==> src/rtl/residue_mac_if.sv <==
// Valid/ready operand stream and frame-result stream for residue_mac.
// master drives operands and out_ready; slave is the MAC stage.
interface residue_mac_if #(
    parameter int unsigned P = 64
);
    localparam int unsigned DELTA = $clog2(P);

    logic             in_valid;
    logic             in_ready;
    logic [DELTA-1:0] in_a;
    logic [DELTA-1:0] in_b;
    logic             in_last;
    logic             out_valid;
    logic             out_ready;
    logic [DELTA-1:0] out_vec;
    logic             err;

    modport master (
        output in_valid,
        input  in_ready,
        output in_a,
        output in_b,
        output in_last,
        input  out_valid,
        output out_ready,
        input  out_vec,
        input  err
    );

    modport slave (
        input  in_valid,
        output in_ready,
        input  in_a,
        input  in_b,
        input  in_last,
        output out_valid,
        input  out_ready,
        output out_vec,
        output err
    );
endinterface

==> src/rtl/residue_mac.sv <==
// Sequential mod-P multiply-accumulate over framed residue pairs (MSB-first shift-add multiply).
// Optional operand range check and sticky err enabled by RESIDUE_MAC_RANGE_CHECK_EN.
module residue_mac #(
    parameter int unsigned P = 64
) (
    input logic           clk,
    input logic           rst_n,
    residue_mac_if.slave  bus
);
    localparam int unsigned DELTA = $clog2(P);
    localparam int unsigned CW    = (DELTA > 1) ? $clog2(DELTA) : 1;
    localparam logic [DELTA:0] PW = (DELTA + 1)'(P);

    typedef enum logic [1:0] {StIdle, StMul, StAcc, StDone} state_e;

    state_e           state_q, state_d;
    logic [DELTA-1:0] a_q, a_d;
    logic [DELTA-1:0] b_q, b_d;
    logic             last_q, last_d;
    logic [DELTA-1:0] prod_q, prod_d;
    logic [DELTA-1:0] acc_q, acc_d;
    logic [CW-1:0]    cnt_q, cnt_d;

    logic [DELTA-1:0] a_in, b_in;
    logic [DELTA:0]   mul_dbl, mul_sum, acc_sum;
    logic [DELTA-1:0] prod_next, acc_next;

`ifdef RESIDUE_MAC_RANGE_CHECK_EN
    logic err_q, err_d;
    logic a_bad, b_bad;

    // A DELTA-bit value is below 2P, so one conditional subtract reduces it exactly.
    always_comb begin
        a_bad = ({1'b0, bus.in_a} >= PW);
        b_bad = ({1'b0, bus.in_b} >= PW);
        a_in  = a_bad ? DELTA'({1'b0, bus.in_a} - PW) : bus.in_a;
        b_in  = b_bad ? DELTA'({1'b0, bus.in_b} - PW) : bus.in_b;
    end
`else
    always_comb begin
        a_in = bus.in_a;
        b_in = bus.in_b;
    end
`endif

    // One multiplier step: double, reduce, conditionally add a, reduce.
    always_comb begin
        mul_dbl = {prod_q, 1'b0};
        if (mul_dbl >= PW) begin
            mul_dbl = mul_dbl - PW;
        end
        mul_sum = mul_dbl;
        if (b_q[cnt_q]) begin
            mul_sum = mul_dbl + {1'b0, a_q};
            if (mul_sum >= PW) begin
                mul_sum = mul_sum - PW;
            end
        end
        prod_next = mul_sum[DELTA-1:0];
    end

    always_comb begin
        acc_sum = {1'b0, acc_q} + {1'b0, prod_q};
        if (acc_sum >= PW) begin
            acc_sum = acc_sum - PW;
        end
        acc_next = acc_sum[DELTA-1:0];
    end

    always_comb begin
        state_d = state_q;
        a_d     = a_q;
        b_d     = b_q;
        last_d  = last_q;
        prod_d  = prod_q;
        acc_d   = acc_q;
        cnt_d   = cnt_q;
`ifdef RESIDUE_MAC_RANGE_CHECK_EN
        err_d   = err_q;
`endif
        unique case (state_q)
            StIdle: begin
                if (bus.in_valid) begin
                    state_d = StMul;
                    a_d     = a_in;
                    b_d     = b_in;
                    last_d  = bus.in_last;
                    prod_d  = '0;
                    cnt_d   = CW'(DELTA - 1);
`ifdef RESIDUE_MAC_RANGE_CHECK_EN
                    if (a_bad || b_bad) begin
                        err_d = 1'b1;
                    end
`endif
                end
            end
            StMul: begin
                prod_d = prod_next;
                cnt_d  = cnt_q - 1'b1;
                if (cnt_q == '0) begin
                    state_d = StAcc;
                end
            end
            StAcc: begin
                acc_d   = acc_next;
                state_d = last_q ? StDone : StIdle;
            end
            StDone: begin
                if (bus.out_ready) begin
                    state_d = StIdle;
                    acc_d   = '0;
`ifdef RESIDUE_MAC_RANGE_CHECK_EN
                    err_d   = 1'b0;
`endif
                end
            end
            default: state_d = StIdle;
        endcase
    end

    always_ff @(posedge clk or negedge rst_n) begin
        if (!rst_n) begin
            state_q <= StIdle;
            a_q     <= '0;
            b_q     <= '0;
            last_q  <= 1'b0;
            prod_q  <= '0;
            acc_q   <= '0;
            cnt_q   <= '0;
        end else begin
            state_q <= state_d;
            a_q     <= a_d;
            b_q     <= b_d;
            last_q  <= last_d;
            prod_q  <= prod_d;
            acc_q   <= acc_d;
            cnt_q   <= cnt_d;
        end
    end

`ifdef RESIDUE_MAC_RANGE_CHECK_EN
    always_ff @(posedge clk or negedge rst_n) begin
        if (!rst_n) begin
            err_q <= 1'b0;
        end else begin
            err_q <= err_d;
        end
    end

    assign bus.err = err_q;
`else
    assign bus.err = 1'b0;
`endif

    // Handshake outputs come straight from state, so no combinational input-to-output path.
    assign bus.in_ready  = (state_q == StIdle);
    assign bus.out_valid = (state_q == StDone);
    assign bus.out_vec   = (state_q == StDone) ? acc_q : '0;

endmodule

==> src/flat_wrapper.sv <==
// flat-port wrapper written by rule: the top's interface ports become plain ports
module residue_mac_flat 
#(
    parameter int unsigned P = 64
)
  (clk, rst_n, bus_in_valid, bus_in_ready, bus_in_a, bus_in_b, bus_in_last, bus_out_valid, bus_out_ready, bus_out_vec, bus_err);
  residue_mac_if #(.P(P)) bus_i ();
  input logic clk;
  input logic rst_n;
  input wire logic [$bits(bus_i.in_valid)-1:0] bus_in_valid;
  output wire logic [$bits(bus_i.in_ready)-1:0] bus_in_ready;
  input wire logic [$bits(bus_i.in_a)-1:0] bus_in_a;
  input wire logic [$bits(bus_i.in_b)-1:0] bus_in_b;
  input wire logic [$bits(bus_i.in_last)-1:0] bus_in_last;
  output wire logic [$bits(bus_i.out_valid)-1:0] bus_out_valid;
  input wire logic [$bits(bus_i.out_ready)-1:0] bus_out_ready;
  output wire logic [$bits(bus_i.out_vec)-1:0] bus_out_vec;
  output wire logic [$bits(bus_i.err)-1:0] bus_err;
  assign bus_i.in_valid = bus_in_valid;
  assign bus_in_ready = bus_i.in_ready;
  assign bus_i.in_a = bus_in_a;
  assign bus_i.in_b = bus_in_b;
  assign bus_i.in_last = bus_in_last;
  assign bus_out_valid = bus_i.out_valid;
  assign bus_i.out_ready = bus_out_ready;
  assign bus_out_vec = bus_i.out_vec;
  assign bus_err = bus_i.err;
  residue_mac #(.P(P)) u_core (.clk(clk), .rst_n(rst_n), .bus(bus_i));
endmodule
==> config.mk <==
export PLATFORM = sky130hd
export DESIGN_NAME = residue_mac_flat
export DESIGN_NICKNAME = d
export VERILOG_FILES = /design/src/rtl/residue_mac_if.sv /design/src/rtl/residue_mac.sv /design/src/flat_wrapper.sv
export SDC_FILE = /design/constraint.sdc
export NUM_CORES = 1
export LEC_CHECK = 0
export BUFFER_PORTS_ARGS = -buffer_cell sky130_fd_sc_hd__buf_4
export CAP_MARGIN = 0
export CORE_AREA = 2 2 57 59
export DETAILED_ROUTE_END_ITERATION = 6
export DIE_AREA = 0 0 59 61
export HOLD_SLACK_MARGIN = 0.05
export PLACE_DENSITY = 0.81
export SKIP_CTS_REPAIR_TIMING = 1
export SLEW_MARGIN = 30
export SYNTH_ARGS = -nofsm -noshare
export SYNTH_HDL_FRONTEND = slang
export SYNTH_SLANG_ARGS = --single-unit
==> constraint.sdc <==
create_clock -name clk -period 4.8 [get_ports clk]
set_input_delay 0.24 -clock clk [delete_from_list [all_inputs] [get_ports clk]]
set_output_delay 0.24 -clock clk [all_outputs]
set_load 0.05 [all_outputs]
==> flow_metrics.py <==
metrics = {
    "run_status": {
        "status": "finished clean",
    },
    "grt": {
        "grt_pass1_vias": 1247,
        "grt.overflow.total": 0,
        "track_usage_pct": 20.0,
        "grt_max_degree": 31,
        "antenna_found_initial": 0,
        "grt_pass1_wl_um": 5420,
    },
    "synth": {
        "synth-seq-area-share_pct": 43.8,
        "postSynth.asyncResetShare_pct": 100,
        "synthesis.nets": 184,
        "yosys.area_share.simple_pct": 12.1,
        "yosys.area.top_type": "dfrtp_1",
        "ys.flop_type": "dfrtp_1",
        "synth_top_area_share_pct": 43.8,
        "synthXorXnorAreaFrac_pct": 2.04,
        "synthAdderAreaFrac_pct": 10.4,
        "synth_compound_area_share_pct": 15.0,
        "synth_mux_area_share_pct": 13.3,
        "yosysWarningCount": 0,
        "synth_edf_count": 0,
        "synthTopCellsByCount": "dfrtp_1 (30), mux2_2 (13), ha_1 (11), nand2_1 (11)",
        "synth_top_family_by_area": "compound AO/OA/AOI/OAI gates",
        "synth.distinct_cells": 42,
        "syn-cell-area_mm2": 0.00172,
        "syn_area_per_cell_um2": 11.1,
        "synth.ff_latch_count": 30,
        "synth_area_leaders": "dfrtp_1 (44%), mux2_2 (8.5%), ha_1 (8.0%)",
        "syn_inst": 154,
        "yosysMostFrequentCell": "dfrtp_1",
    },
    "routing": {
        "totalWireLength_um": 3130,
        "viasPerCell": 5.89,
        "drt_pre_antenna_iters": 6,
        "detail-route-antenna-nets": 0,
        "drt_iter0_markers": 43,
        "vias": 1255,
        "wl_per_cell_um": 14.7,
        "drc": 0,
    },
    "power_and_ir_drop": {
        "p_leak_nw": 0.995,
        "vdd.ir_drop.worst_mv": 0.339,
        "switching_power_mw": 0.529,
        "switching_share_pct": 40.1,
        "clockPowerShare_pct": 14.2,
        "p_int_mw": 0.789,
        "comb_power_share_pct": 48.5,
        "powerDensity_mw_per_mm2": 663,
        "p_seq_share_pct": 37.3,
    },
    "cells_and_area": {
        "multi_input_area_um2": 911,
        "design_area_mm2": 0.00199,
        "seqCellArea_um2": 751,
        "syn2layout_area_growth_pct": 15.8,
        "antenna_cells": 0,
        "nNetsFinal": 209,
        "fillCellCount": 235,
        "drive_above_1_share_pct": 28.3,
    },
    "timing": {
        "period_share_pct": 48.1,
        "relSlewSlack_pct": 46.2,
        "fin_ws_ns": 2.49,
        "worst_pin_slew_ns": 0.807,
        "whs_ns": 0.134,
        "setup_violations": 0,
        "slew_violations": 0,
        "fin_crit_ns": 2.31,
        "fmax_mhz": 433,
        "hold_viol": 0,
        "fin_setup_tns_ns": 0,
        "rsz0062_at_grt": "no",
        "skew_ns": 0.0103,
    },
    "die": {
        "die_h_um": 61,
        "core_area_mm2": 0.00295,
        "ios": 26,
        "design.die.area_mm2": 0.00360,
        "start_util_pct": 58.1,
        "rows": 20,
        "die-width_um": 59,
    },
    "place": {
        "hpwl_um": 2360,
        "port_buffers": 24,
        "dp_slack_ns": 2.50,
        "placed_area_mm2": 0.00190,
        "place.gp.congestion": 0.789,
    },
    "setup_path": {
        "cp-start-kind": "flip-flop",
        "crit_chain": "ha_1 > fa_1 > a21o_1 > a21oi_1 > nor2_1 > a221o_1 > a311o_1",
        "crit_path_end_kind": "flip-flop",
        "critPathArrivalTime_ns": 2.54,
        "worstSetupPathType": "reg -> reg",
        "cpMaxStageDelayCell": "fa_1",
        "worstPathRequired_ns": 5.03,
        "worst-path-max-fanout": 4,
        "max_stage_delay_ns": 0.47,
    },
    "clock_tree": {
        "cts_tree": "yes",
        "ctsRootBufferMaster": "clkbuf_4",
        "clk_pin_slew_ns": 0.10,
        "clkSinkCount": 30,
        "cts_inserted_buffers": 5,
        "clock_path_buffers": 2,
        "clk_latency_ns": 0.33,
        "cts-htree-levels": 2,
    },
    "hold_path": {
        "hp-class": "in -> reg",
    },
    "flow_run": {
        "drv_cap": 0,
    },
}
-- power groups by stage --
stage               clock [mW]  combinational, mW  sequential (mW)
floorplan                    0              0.559            0.450
global placement             0              0.613            0.485
detailed placement           0              0.641            0.499
CTS                      0.191              0.644            0.493
global route             0.202              0.717            0.515
finish                   0.187              0.638            0.492
-- metal layers --
metal | vias up | wire length, um | track usage (%)
met1 | 605 | 1340 | 24.8
li1 | 616 | - | -
met5 | - | 0 | 0
met2 | 31 | 1620 | 34.8
met3 | 3 | 142 | 5.76
met4 | 0 | 23 | 4.87
-- sequential cells by signal (all words and copies together) (netlist names) --
register / flops
u_core.prod_q: 6
u_core.a_q: 6
u_core.acc_q: 6
u_core.b_q: 6
u_core.cnt_q: 3
u_core.last_q: 1
u_core.state_q: 2
-- worst max-delay path, delay by kind of cell, from the launching register on --
family          cells  cell delay [ns]
simple gates        1             0.08
flops               1             0.43
fa+ha+maj           2             0.73
compound gates      4             0.97
-- cell families after synthesis --
family,after synthesis
AOI/OAI and AO/OA,38
DFF,30
buffers and inverters,11
xor gates and xnor gates,4
and+or+nand+nor,37
other,1
adders and majority gates,13
muxes,20
-- cell usage in the layout (no fill, tap or decap), drive strengths merged, types with 4 or more instances in the layout --
cell type	Yosys	routed
a21o	4	4
a21oi	7	7
a22o	4	4
and3	7	7
buf	3	24
clkbuf	4	8
dfrtp	30	30
ha	11	11
inv	4	4
mux2	13	13
mux2i	6	6
nand2	11	11
nor2	6	6
o21ai	8	8
o22ai	6	6
-- through the flow --
step	power [mW]	utilization, %	instances
final	1.32	67.3	213
after detailed placement	1.14	64.3	204
after CTS	1.33	66.9	212
after global placement	1.10	64.3	204
after global routing	1.43	67.3	213
after floorplan	1.01	-	154
-- final cells by class --
| cell class | instances | share of cell area (%) |
|---|---|---|
| Clock buffer | 8 | 3.97 |
| Inverter | 4 | 0.756 |
| Multi-Input combinational cell | 113 | 45.8 |
| Sequential cell | 30 | 37.8 |
| Tap cell | 33 | 2.08 |
| Timing Repair Buffer | 25 | 9.57 |
-- worst paths after layout --
| kind | from | cells past startpoint | slack [ns] | endpoint |
|---|---|---|---|---|
| worst max-delay path | u_core.prod_q[0] | 7 | 2.49 | u_core.prod_q[5] |
| worst min-delay path | bus_in_last | 2 | 0.13 | u_core.last_q |
| worst max register to register | u_core.prod_q[0] | 7 | 2.49 | u_core.prod_q[5] |
| worst min register to register | u_core.b_q[5] | 1 | 0.52 | u_core.b_q[5] |
| max in group asynchronous | rst_n | 2 | 4.15 | u_core.prod_q[0] |
| min in group asynchronous | rst_n | 2 | 0.37 | u_core.state_q[0] |
(Power assumes the default switching activity.)
